$ cat src/rtl/instruction_fetch_if.sv
// Fetch-unit bundle: instruction memory port, decoder handshake, redirect/halt controls.
// fetchCount is only present when FETCH_STATS_EN is defined.
interface instruction_fetch_if #(
    parameter int ADDR_WIDTH  = 8,
    parameter int INSTR_WIDTH = 8
);
    logic [ADDR_WIDTH-1:0]  memAddress;
    logic [INSTR_WIDTH-1:0] memData;
    logic [INSTR_WIDTH-1:0] instrOut;
    logic [ADDR_WIDTH-1:0]  instrPc;
    logic                   instrValid;
    logic                   instrReady;
    logic                   branchTaken;
    logic [ADDR_WIDTH-1:0]  branchTarget;
    logic                   haltReq;
`ifdef FETCH_STATS_EN
    logic [15:0]            fetchCount;
`endif

    modport master (
        output memAddress, instrOut, instrPc, instrValid,
`ifdef FETCH_STATS_EN
        output fetchCount,
`endif
        input  memData, instrReady, branchTaken, branchTarget, haltReq
    );

    modport slave (
        input  memAddress, instrOut, instrPc, instrValid,
`ifdef FETCH_STATS_EN
        input  fetchCount,
`endif
        output memData, instrReady, branchTaken, branchTarget, haltReq
    );
endinterface

$ cat src/rtl/instruction_fetch.sv
// NanoRisc fetch unit with 2-entry prefetch buffer; optional push counter under FETCH_STATS_EN.
// Latency: address issued in cycle N is at the buffer head in cycle N+1; branch costs one bubble.
// Backpressure: instrReady low lets the buffer fill to 2, then the PC holds until a pop.
module instruction_fetch #(
    parameter int ADDR_WIDTH  = 8,
    parameter int INSTR_WIDTH = 8
) (
    input  logic                 clock,
    input  logic                 reset,
    instruction_fetch_if.master  bus
);
    typedef enum logic [1:0] {IDLE, RUN, HALTED} state_t;

    state_t                 state;
    logic [ADDR_WIDTH-1:0]  fetchPc;
    logic [1:0]             count;
    logic [INSTR_WIDTH-1:0] head_instr;
    logic [ADDR_WIDTH-1:0]  head_pc;
    logic [INSTR_WIDTH-1:0] tail_instr;
    logic [ADDR_WIDTH-1:0]  tail_pc;

    logic pop;
    logic issue;
    logic redirect;
    logic push_to_head;

    assign bus.memAddress = fetchPc;
    assign bus.instrValid = (count != 2'd0);
    assign bus.instrOut   = head_instr;
    assign bus.instrPc    = head_pc;

    assign pop      = bus.instrValid & bus.instrReady;
    assign redirect = bus.branchTaken & (state != IDLE);
    assign issue    = (state == RUN) & ~bus.haltReq & ~bus.branchTaken
                    & ((count < 2'd2) | pop);
    // The new word lands at the head when the buffer is, or is about to become, empty.
    assign push_to_head = (count == 2'd0) | ((count == 2'd1) & pop);

    always_ff @(posedge clock or posedge reset) begin
        if (reset) begin
            state      <= IDLE;
            fetchPc    <= '0;
            count      <= '0;
            head_instr <= '0;
            head_pc    <= '0;
            tail_instr <= '0;
            tail_pc    <= '0;
        end else begin
            case (state)
                IDLE:    state <= RUN;
                RUN:     if (bus.haltReq & ~bus.branchTaken) state <= HALTED;
                HALTED:  if (~bus.haltReq) state <= RUN;
                default: state <= IDLE;
            endcase

            if (redirect) begin
                count   <= '0;
                fetchPc <= bus.branchTarget;
            end else begin
                count <= count + 2'(issue) - 2'(pop);
                if (issue)
                    fetchPc <= fetchPc + ADDR_WIDTH'(1);
                if (pop) begin
                    head_instr <= tail_instr;
                    head_pc    <= tail_pc;
                end
                if (issue) begin
                    if (push_to_head) begin
                        head_instr <= bus.memData;
                        head_pc    <= fetchPc;
                    end else begin
                        tail_instr <= bus.memData;
                        tail_pc    <= fetchPc;
                    end
                end
            end
        end
    end

`ifdef FETCH_STATS_EN
    logic [15:0] fetch_count_q;

    // Counts pushes only; a redirect leaves the running total alone.
    always_ff @(posedge clock or posedge reset) begin
        if (reset)
            fetch_count_q <= '0;
        else if (issue)
            fetch_count_q <= fetch_count_q + 16'd1;
    end

    assign bus.fetchCount = fetch_count_q;
`endif
endmodule

$ cat src/flat_wrapper.sv
// flat-port wrapper written by rule: the top's interface ports become plain ports
module instruction_fetch_flat 
#(
    parameter int ADDR_WIDTH  = 8,
    parameter int INSTR_WIDTH = 8
)
  (clock, reset, bus_memAddress, bus_instrOut, bus_instrPc, bus_instrValid, bus_memData, bus_instrReady, bus_branchTaken, bus_branchTarget, bus_haltReq);
  instruction_fetch_if #(.ADDR_WIDTH(ADDR_WIDTH), .INSTR_WIDTH(INSTR_WIDTH)) bus_i ();
  input  logic clock;
  input  logic reset;
  output wire logic [$bits(bus_i.memAddress)-1:0] bus_memAddress;
  output wire logic [$bits(bus_i.instrOut)-1:0] bus_instrOut;
  output wire logic [$bits(bus_i.instrPc)-1:0] bus_instrPc;
  output wire logic [$bits(bus_i.instrValid)-1:0] bus_instrValid;
  input wire logic [$bits(bus_i.memData)-1:0] bus_memData;
  input wire logic [$bits(bus_i.instrReady)-1:0] bus_instrReady;
  input wire logic [$bits(bus_i.branchTaken)-1:0] bus_branchTaken;
  input wire logic [$bits(bus_i.branchTarget)-1:0] bus_branchTarget;
  input wire logic [$bits(bus_i.haltReq)-1:0] bus_haltReq;
  assign bus_memAddress = bus_i.memAddress;
  assign bus_instrOut = bus_i.instrOut;
  assign bus_instrPc = bus_i.instrPc;
  assign bus_instrValid = bus_i.instrValid;
  assign bus_i.memData = bus_memData;
  assign bus_i.instrReady = bus_instrReady;
  assign bus_i.branchTaken = bus_branchTaken;
  assign bus_i.branchTarget = bus_branchTarget;
  assign bus_i.haltReq = bus_haltReq;
  instruction_fetch #(.ADDR_WIDTH(ADDR_WIDTH), .INSTR_WIDTH(INSTR_WIDTH)) u_core (.clock(clock), .reset(reset), .bus(bus_i));
endmodule
$ cat config.mk
export PLATFORM = sky130hd
export DESIGN_NAME = instruction_fetch_flat
export DESIGN_NICKNAME = d
export VERILOG_FILES = /design/src/rtl/instruction_fetch_if.sv /design/src/rtl/instruction_fetch.sv /design/src/flat_wrapper.sv
export SDC_FILE = /design/constraint.sdc
export NUM_CORES = 1
export LEC_CHECK = 0
export CORE_UTILIZATION = 40
export DETAILED_ROUTE_END_ITERATION = 8
export PLACE_DENSITY = 0.69
export SYNTH_ARGS = -nofsm -noshare
export SYNTH_HDL_FRONTEND = slang
export SYNTH_SLANG_ARGS = --single-unit
$ cat constraint.sdc
create_clock -name clock -period 3.1 [get_ports clock]
set_input_delay 0.62 -clock clock [delete_from_list [all_inputs] [get_ports clock]]
set_output_delay 0.62 -clock clock [all_outputs]
set_load 0.01 [all_outputs]
Yosys cells after proc, flatten, opt, wreduce, memory -nomap -nowiden

Cells that the tools add are included.
W data, S select, Z words.

Input bits: 21
Register bits after elaboration: 44

Multiplexer cells: 12
Equal/unequal tests: 5
$add $sub $neg: 3
$lt $le $gt $ge: 1
Reduce and logical (&&, ||, !) cells: 7
Bitwise operators: 13

Operators with widths:

| kind                  | number |
|---|---|
| $mux W8               | 8 |
| $add A8 B1 Y8 const B | 1 |
| $and A1 B1 Y1         | 7 |
| $mux W2               | 3 |
| $pmux W2 S3           | 1 |
| $reduce_bool A2 Y1    | 3 |
| $eq A2 B1 Y1 const B  | 2 |
| $logic_not A2 Y1      | 2 |
| $ne A2 B2 Y1 const B  | 2 |
| $not A1 Y1            | 4 |
| $reduce_and A3 Y1     | 1 |
| $add A2 B1 Y2         | 1 |
| $eq A2 B2 Y1 const B  | 1 |
| $lt A2 B2 Y1 const B  | 1 |
| $or A1 B1 Y1          | 2 |
| $reduce_and A2 Y1     | 1 |
| $sub A2 B1 Y2         | 1 |

Longest topological paths before layout

Gate-level depths: netlist (run 1).

Depth after elaboration: 7
Depth in mapped cells: 9
Depth with buffers taken out: 9

Worst setup path before layout (run 1)

Ideal clock, no wire load.

Path type: input -> register
Start: in bus_branchTaken
End: reg u_core.count[1]
Cell stages on the path: 9
Data required time: 2.958 ns
Setup time: 0.142 ns
Slack: 0.664 ns
Arrival time: 2.294 ns
Cells stage by stage: or4b_1 -> buf_2 -> or2_2 -> clkbuf_1 -> inv_1 -> ha_1 -> xor2_1 -> xnor2_1 -> nor2_1

Cells in the longest elaborated chain, start to end: 6
Elaborated cells on any way between the ends: 7
Classes of those cells: add/sub (2); mux (1); bitwise (4)

RTL lines:

| what                 | RTL line                | text |
|---|---|---|
| from (decl)          | flat_wrapper.sv:17      | `input wire logic [$bits(bus_i.branchTaken)-1:0] bus_branchTaken;` |
| $not A1 Y1           | instruction_fetch.sv:34 | `assign issue = (state == RUN) & ~bus.haltReq & ~bus.branchTaken` |
| $and A1 B1 Y1        | instruction_fetch.sv:34 |  |
| $and A1 B1 Y1        | instruction_fetch.sv:35 | `& ((count < 2'd2) \| pop);` |
| $add A2 B1 Y2        | instruction_fetch.sv:60 | `count <= count + 2'(issue) - 2'(pop);` |
| $sub A2 B1 Y2        | instruction_fetch.sv:60 |  |
| $mux W2 (*)          | instruction_fetch.sv:56 | `if (redirect) begin` |
| to (signal assigned) | instruction_fetch.sv:60 |  |
| to (decl)            | instruction_fetch.sv:16 | `logic [1:0] count;` |

Mark *: on every way between the ends. The rest lies on a longest branch, timed or not.
A chain may end at the register's enable or synchronous reset.

Worst setup path in the final report (run 1)

Start: in bus_branchTaken
End: reg u_core.head_pc[1] (netlist: u_core.bus.instrPc[1])

Cells in the longest elaborated chain, start to end: 4
Elaborated cells on any way between the ends: 5
Classes of those cells: mux (1); bitwise (4)

RTL lines:

| what                 | RTL line                | text |
|---|---|---|
| $not A1 Y1           | instruction_fetch.sv:34 |  |
| $and A1 B1 Y1        | instruction_fetch.sv:34 |  |
| $and A1 B1 Y1        | instruction_fetch.sv:35 |  |
| $mux W8              | instruction_fetch.sv:67 | `if (issue) begin` |
| to (signal assigned) | instruction_fetch.sv:65 | `head_pc <= tail_pc;` |
| to (signal assigned) | instruction_fetch.sv:70 | `head_pc <= fetchPc;` |
| to (decl)            | instruction_fetch.sv:18 | `logic [ADDR_WIDTH-1:0] head_pc;` |

Several ways; a longest one is shown, not always the timed one.

==> qor.yml, run 1 <==
yosys:
  synth-compound-area-share_pct: 21.12
  synth_area_mm2: 0.002062
  syn_area_per_cell_um2: 12.20
  synth_fp_nets: 193
  ys_seq_area_share_pct: 53.40
  synth_ff_type: "dfrtp_1"
  yosysTopAreaCell: "dfrtp_1"
  synth_fa_ha_area_share_pct: 1.820
  yosys.area_share.simple_pct: 7.888
  synth.area.top_cells: "dfrtp_1, mux2_2, a2bb2oi_2, o22ai_1, a2bb2oi_1"
  muxShareOfSynthArea_pct: 9.709
  synth.distinct_cells: 38
  synth-edff-count: 0
  synth_seq_cells: 44
  synth_top_area_share_pct: 53.40
  synth_xor_area_share_pct: 2.124
  synth_top_family_by_area: "compound AO/OA/AOI/OAI gates"
  synthCells: 169
  ys_warn_count: 0
  async_flop_share_pct: 100.0
clock_network:
  cts-root-buf: "clkbuf_8"
  htreeDepth: 2
  cts_max_path_buffers: 2
  post_cts_buffers: 0
  cts.repair.resized: 0
  cts_tree: "yes"
  clk_latency_ns: 0.29
  cts_num_sinks: 44
  hold_buffers: 0
  numCtsBuffers: 5
  path_clk_slew_ns: 0.08
global_route:
  grt_overflow: 0
  grt_pass1_vias: 1528
  grt_use_total_pct: 18.42
  grt_max_degree: 45
  grt_pass1_wl_um: 7396
  antenna_found_initial: 0
placed_design:
  dp_hpwl_um: 3084
  dp_cells: 281
  gp_congestion: 0.7698
  port_buffers: 45
  place_area_mm2: 0.002616
timing:
  finalSetupTns_ns: 0
  rsz0062_at_grt: "false"
  slew_headroom_pct: 61.65
  setup_viol: 0
  worst_pin_slew_ns: 0.5753
  fmax_mhz: 390.7
  hold_viol_final: 0
  skew_ns: 0.005073
  holdWs_ns: 0.5143
  maxSlewViolCount: 0
  finalCriticalPeriod_ns: 2.560
  finalCritPeriodShare_pct: 82.57
final_layout:
  nets: 245
  layout_commonest_cell: "clkdlybuf4s50_1"
  final_area_mm2: 0.002724
  drive_gt1_share_pct: 20.72
  area_growth_pct: 32.10
  n_fill_cell: 420
  n_antenna_cell: 0
  final_cell_mix: "clkdlybuf4s50_1, dfrtp_1, o22ai_1, mux2_2, a2bb2oi_2"
  stdcell_count: 289
power_and_ir_drop:
  power_density_mw_per_mm2: 915.9
  vdd_ir_drop_max_mv: 0.3992
  p_leak_nw: 1.134
worst_setup_path:
  worst_setup_path_start_kind: "input pin"
  path_max_fanout: 7
  reg2reg_from: "u_core.state[1]"
  arrival_ns: 2.79
  crit_required_ns: 3.33
  critPathKind: "input pin to flip-flop"
  endpoint_kind: "flip-flop"
  cp-startpoint: "bus_branchTaken"
routing:
  drc: 0
  vias: 1528
  wl_um: 4483
  first_pass_iters: 4
  wl_per_cell_um: 15.51
  post_drt_via_cell_ratio: 5.287
  drt_first_iter_violations: 82
  antenna_left: 0
floorplanning:
  io_pins: 46
  die-area_mm2: 0.005446
  die_h_um: 73.80
  start_util_pct: 42.53
  core_mm2: 0.004848
  die_w_um: 73.80
  rows: 25
status:
  outcome: "finished, final reports clean"
min_path:
  hp-start: "u_core.tail_instr[0]"
  min_path_type: "flip-flop to flip-flop"
run:
  maxCapViolCount: 0
-- metal layers --
metal / track usage (%) / vias to the layer above / share of wire [%]
li1: - / 731 / -
met1: 25.66 / 760 / 48
met4: 3.846 / 0 / 0.62
met5: 0 / - / 0
met2: 28.95 / 33 / 48
met3: 4.801 / 4 / 4.0
-- sequential cells by signal, summed over array words and instances, names as in the netlist --
signal / cells
u_core.bus.instrOut: 8
u_core.bus.instrPc: 8
u_core.bus.memAddress: 8
u_core.tail_instr: 8
u_core.tail_pc: 8
u_core.count: 2
u_core.state: 2
-- worst max-delay path, cell delays in order --
cell,delay [ns]
clkdlybuf4s50_1,0.47
or4b_1,0.57
or3_1,0.51
a21oi_4,0.25
buf_4,0.22
a2bb2oi_2,0.14
-- through the flow --
stage	util (%)	worst slack, ns	power [mW]
after CTS	56.18	0.5275	2.518
after global routing	56.18	0.4225	2.658
after floorplan	-	0.6640	1.627
final	56.18	0.5402	2.495
after global placement	53.96	0.2872	2.058
after detailed placement	53.96	0.2106	2.082
-- worst paths after layout --
path	end	slack (ns)	cells after the start
max	u_core.bus.instrPc[1]	0.54	6
min	u_core.tail_instr[0]	0.51	1
max reg2reg	u_core.bus.instrPc[1]	0.89	5
min reg2reg	u_core.tail_instr[0]	0.51	1
max in group asynchronous	u_core.bus.instrPc[6]	1.93	3
min in group asynchronous	u_core.tail_instr[6]	0.75	3
-- synthesized netlist by cell type (3+ instances only) --
library cell	instances
nor2_1	8
ha_1	3
clkbuf_1	5
inv_1	8
mux2_2	16
nor2b_1	3
a2bb2oi_2	10
nor4_1	3
nand2_1	7
o22ai_1	17
a2bb2oi_1	5
dfrtp_1	44
o21ai_0	5
xnor2_1	4
-- report_power, final --
group | total [mW] | internal, mW | switching, mW | leakage [nW]
logic | 1.05 | 0.646 | 0.401 | 0.559
registers | 1.02 | 0.823 | 0.194 | 0.520
clock network | 0.431 | 0.239 | 0.192 | 0.0552
-- layout make-up --
type	count	area, µm²	area share [%]
clock buffers	6	72.57	2.664
clock inverters	2	35.03	1.286
inverters	8	30.03	1.102
multi-input cells	108	883.3	32.43
flip-flops and latches	44	1101	40.42
well taps	67	83.83	3.078
repair buffers	54	518.0	19.02
-- kinds of logic (layout without fill, tap and decap cells) --
group,count (synthesis),count (layout)
compound gates,51,51
flops,44,44
simple gates,31,31
mux,18,18
buf+inv,17,70
xor+xnor,5,5
fa+ha+maj,3,3
Power figures use the tool's default switching activity.
==> inputs of run 2 (changes only) <==
clock period = 2.4 ns   (was 3.1 ns; I/O delays follow)
==> qor.yml, run 2 (synthesis gave the netlist of run 1 again) <==
worst_setup_path:
  critPathKind: "input pin to flip-flop"
  crit_required_ns: 2.57
  cp-startpoint: "bus_branchTaken"
  worst_setup_path_start_kind: "input pin"
  path_max_fanout: 7
  endpoint_kind: "flip-flop"
  arrival_ns: 2.48
  reg2reg_from: "u_core.state[1]"
timing:
  skew_ns: 0.004099
  slew_headroom_pct: 63.76
  finalSetupTns_ns: 0
  hold_viol_final: 0
  setup_viol: 0
  fmax_mhz: 433.3
  finalCritPeriodShare_pct: 96.16
  worst_pin_slew_ns: 0.5436
  maxSlewViolCount: 0
  rsz0062_at_grt: "false"
  finalCriticalPeriod_ns: 2.308
routing:
  antenna_left: 0
  post_drt_via_cell_ratio: 5.294
  vias: 1567
  wl_um: 4558
  wl_per_cell_um: 15.40
  drc: 0
  first_pass_iters: 4
  drt_first_iter_violations: 84
floorplanning:
  io_pins: 46
  die-area_mm2: 0.005446
  die_w_um: 73.80
  die_h_um: 73.80
  start_util_pct: 42.53
  rows: 25
  core_mm2: 0.004848
clock_network:
  cts-root-buf: "clkbuf_8"
  htreeDepth: 2
  cts_max_path_buffers: 2
  cts.repair.resized: 0
  clk_latency_ns: 0.29
  hold_buffers: 0
  numCtsBuffers: 5
  cts_tree: "yes"
  post_cts_buffers: 0
  path_clk_slew_ns: 0.08
  cts_num_sinks: 44
power_and_ir_drop:
  power_density_mw_per_mm2: 1166
  p_leak_nw: 1.170
  power_frac_clock_pct: 17.0
  total_power_mw: 3.251
  swShare_pct: 31.38
  vdd_ir_drop_max_mv: 0.5763
  p_seq_share_pct: 40.4
  p_int_mw: 2.231
  p_sw_mw: 1.020
  comb_power_share_pct: 42.6
global_route:
  grt_pass1_wl_um: 7797
  grt_use_total_pct: 19.06
  antenna_found_initial: 0
  grt_max_degree: 45
  grt_pass1_vias: 1612
  grt_overflow: 0
placed_design:
  place_area_mm2: 0.002681
  dp_hpwl_um: 3142
  dp_cells: 288
  port_buffers: 45
  gp_congestion: 0.7732
status:
  outcome: "finished, final reports clean"
final_layout:
  area_growth_pct: 35.25
  layout_commonest_cell: "clkdlybuf4s50_1"
  nets: 252
  stdcell_count: 296
  drive_gt1_share_pct: 23.14
  final_cell_mix: "clkdlybuf4s50_1, dfrtp_1, o22ai_1, mux2_2, buf_4"
  n_antenna_cell: 0
  final_area_mm2: 0.002789
min_path:
  min_path_type: "flip-flop to flip-flop"
  hp-start: "u_core.tail_pc[4]"
run:
  maxCapViolCount: 0
run 2: cell count changes in the layout (fill, tap and decap cells not counted), sizes merged:
cell  before  now
buf        9   16
run 2: final timing paths:
path                                          end  slack (ns)  cells after the start
setup / recovery            u_core.bus.instrPc[1]        0.09                      6
max in group asynchronous       u_core.tail_pc[3]        1.41                      3
min in group asynchronous  u_core.bus.instrOut[4]        0.61                      3
hold / removal                  u_core.tail_pc[4]        0.51                      1
setup reg to reg            u_core.bus.instrPc[1]        0.23                      5
hold reg to reg                 u_core.tail_pc[4]        0.51                      1
run 2: final cells by class:
| type | count | area (µm²) |
|---|---|---|
| clock buffers | 6 | 72.57 |
| clock inverters | 2 | 35.03 |
| fillers | 422 | 2059 |
| inverters | 8 | 30.03 |
| multi-input cells | 108 | 883.3 |
| flip-flops and latches | 44 | 1101 |
| well taps | 67 | 83.83 |
| repair buffers | 61 | 583.1 |
run 2: power by group through the flow:
| stage | combinational, mW | sequential, mW | clock (mW) |
|---|---|---|---|
| 2_1_floorplan | 0.756 | 1.34 | 0 |
| 3_3_place_gp | 1.37 | 1.31 | 0 |
| 3_5_place_dp | 1.40 | 1.32 | 0 |
| 4_1_cts | 1.40 | 1.31 | 0.564 |
| 5_1_grt | 1.51 | 1.36 | 0.595 |
| 6_report | 1.39 | 1.31 | 0.553 |
run 2: through the flow:
step	setup slack (ns)	utilization, %	hold slack, ns
after global routing	0.03126	57.52	0.5332
after detailed placement	-0.1962	55.30	0.4972
after CTS	0.1031	57.52	0.5156
final	0.09222	57.52	0.5131
after floorplan	0.1040	-	0.4816
after global placement	-0.1193	55.30	0.4896
run 2: layer usage:
metal  vias to the layer above  global-route usage, %  share of wire (%)
met2                        39                  30.38                 48
li1                        748                      -                  -
met5                         -                      0                  0
met4                         0                  5.128                1.1
met3                         7                  3.841                4.3
met1                       773                  26.40                 47
run 2: critical path, stage by stage:
cell and delay (ns):
clkdlybuf4s50_1 0.42, or4b_1 0.55, or3_1 0.50, buf_4 0.22, o22ai_1 0.21, a2bb2oi_2 0.09
==> inputs of run 3 (changes only) <==
RECOVER_POWER = 100   (was unset)
==> qor.yml, run 3 (synthesis gave the netlist of run 1 again) <==
status:
  outcome: "finished, final reports clean"
worst_setup_path:
  ff2ff_setup_slack_ns: 0.24
  rr_endpoint: "u_core.bus.instrPc[1]"
  rr_worst_depth: 5
  path_max_fanout: 7
  arrival_ns: 2.47
  endpoint_kind: "flip-flop"
  crit_required_ns: 2.57
  worst_setup_path_start_kind: "input pin"
  critPathKind: "input pin to flip-flop"
  reg2reg_from: "u_core.state[1]"
routing:
  antenna_left: 0
  wl_um: 4562
  vias: 1572
  drt_first_iter_violations: 74
  first_pass_iters: 5
  post_drt_via_cell_ratio: 5.311
  wl_per_cell_um: 15.41
  drc: 0
final_layout:
  nets: 252
  multi_input_area_um2: 883.3
  drive_gt1_share_pct: 21.40
  n_fill_cell: 433
  area_growth_pct: 33.86
  final_area_mm2: 0.002760
  final_cell_mix: "dfrtp_1, dlygate4sd3_1, clkdlybuf4s50_1, o22ai_1, mux2_2"
  layout_commonest_cell: "dfrtp_1"
  n_antenna_cell: 0
  seq_area_mm2: 0.001101
clock_network:
  cts_tree: "yes"
  hold_buffers: 0
  htreeDepth: 2
  cts.repair.resized: 0
  clk_latency_ns: 0.29
  cts-root-buf: "clkbuf_8"
  cts_max_path_buffers: 2
  path_clk_slew_ns: 0.08
  post_cts_buffers: 0
  cts_num_sinks: 44
  numCtsBuffers: 5
floorplanning:
  rows: 25
  core_mm2: 0.004848
  die_h_um: 73.80
  start_util_pct: 42.53
  io_pins: 46
  die_w_um: 73.80
  die-area_mm2: 0.005446
min_path:
  min_path_type: "flip-flop to flip-flop"
  hp-start: "u_core.tail_pc[4]"
  hold_depth: 1
  hold_end: "u_core.tail_pc[4]"
global_route:
  antenna_found_initial: 0
  grt_pass1_wl_um: 7797
  grt_max_degree: 45
  grt_pass1_vias: 1612
  grt_overflow: 0
  grt_use_total_pct: 19.06
placed_design:
  dp_hpwl_um: 3142
  place_area_mm2: 0.002681
  port_buffers: 45
  gp_congestion: 0.7732
timing:
  hold_viol_final: 0
  finalCriticalPeriod_ns: 2.301
  fmax_mhz: 434.5
  skew_ns: 0.003563
  worst_pin_slew_ns: 1.063
  maxSlewViolCount: 0
  finalCritPeriodShare_pct: 95.89
  slew_headroom_pct: 29.15
  rsz0062_at_grt: "false"
  setup_viol: 0
  finalSetupTns_ns: 0
power_and_ir_drop:
  power_density_mw_per_mm2: 1144
  p_leak_nw: 1.155
  vdd_ir_drop_max_mv: 0.5435
run:
  maxCapViolCount: 0
==> run 3: stage by stage <==
step / worst slack (ns) / util (%) / total power, mW / instances / hold WS (ns)
5_1_grt: 0.03324 / 56.93 / 3.375 / 296 / 0.5332
2_1_floorplan: 0.1040 / - / 2.101 / 169 / 0.4816
3_3_place_gp: -0.1193 / 55.30 / 2.680 / 288 / 0.4896
6_report: 0.09867 / 56.93 / 3.157 / 296 / 0.5135
3_5_place_dp: -0.1962 / 55.30 / 2.719 / 288 / 0.4972
4_1_cts: 0.1031 / 57.52 / 3.278 / 296 / 0.5156
==> run 3: report_power, final <==
group          internal (mW)  switching, mW
sequential              1.06          0.240
clock                  0.309          0.246
combinational          0.773          0.525
total                   2.14           1.01
==> run 3: cell type report <==
class,count,share of cell area (%)
Sequential cell,44,39.89
Inverter,8,1.088
Clock buffer,6,2.629
Timing Repair Buffer,61,20.08
Tap cell,67,3.037
Clock inverter,2,1.269
Multi-Input combinational cell,108,32.00
==> run 3: worst max-delay path, stage by stage <==
cell and delay (ns):
clkdlybuf4s50_1 0.42, or4b_1 0.55, or3_1 0.50, buf_4 0.22, o22ai_1 0.21, a2bb2oi_2 0.09
==> run 3: layer usage <==
| metal | wire length, µm | track usage, % | up-vias | part of all wire [%] |
|---|---|---|---|---|
| met5 | 0 | 0 | - | 0 |
| met4 | 44 | 5.128 | 0 | 0.96 |
| met3 | 182 | 3.841 | 5 | 4.0 |
| met2 | 2175 | 30.38 | 33 | 48 |
| met1 | 2161 | 26.40 | 783 | 47 |
| li1 | - | - | 751 | - |
==> run 3: worst max path at each step <==
stage / to / start / slack, ns / cells after the start
after detailed placement: u_core.bus.instrPc[1] / bus_branchTaken / -0.20 / 6
final: u_core.bus.instrPc[1] / bus_branchTaken / 0.1 / 6
after CTS: u_core.bus.instrPc[1] / bus_branchTaken / 0.10 / 6
after global placement: u_core.bus.instrOut[7] / bus_branchTaken / -0.12 / 6
after global routing: u_core.bus.instrPc[4] / bus_branchTaken / 0.03 / 6
after floorplan: u_core.count[1] / bus_branchTaken / 0.10 / 9
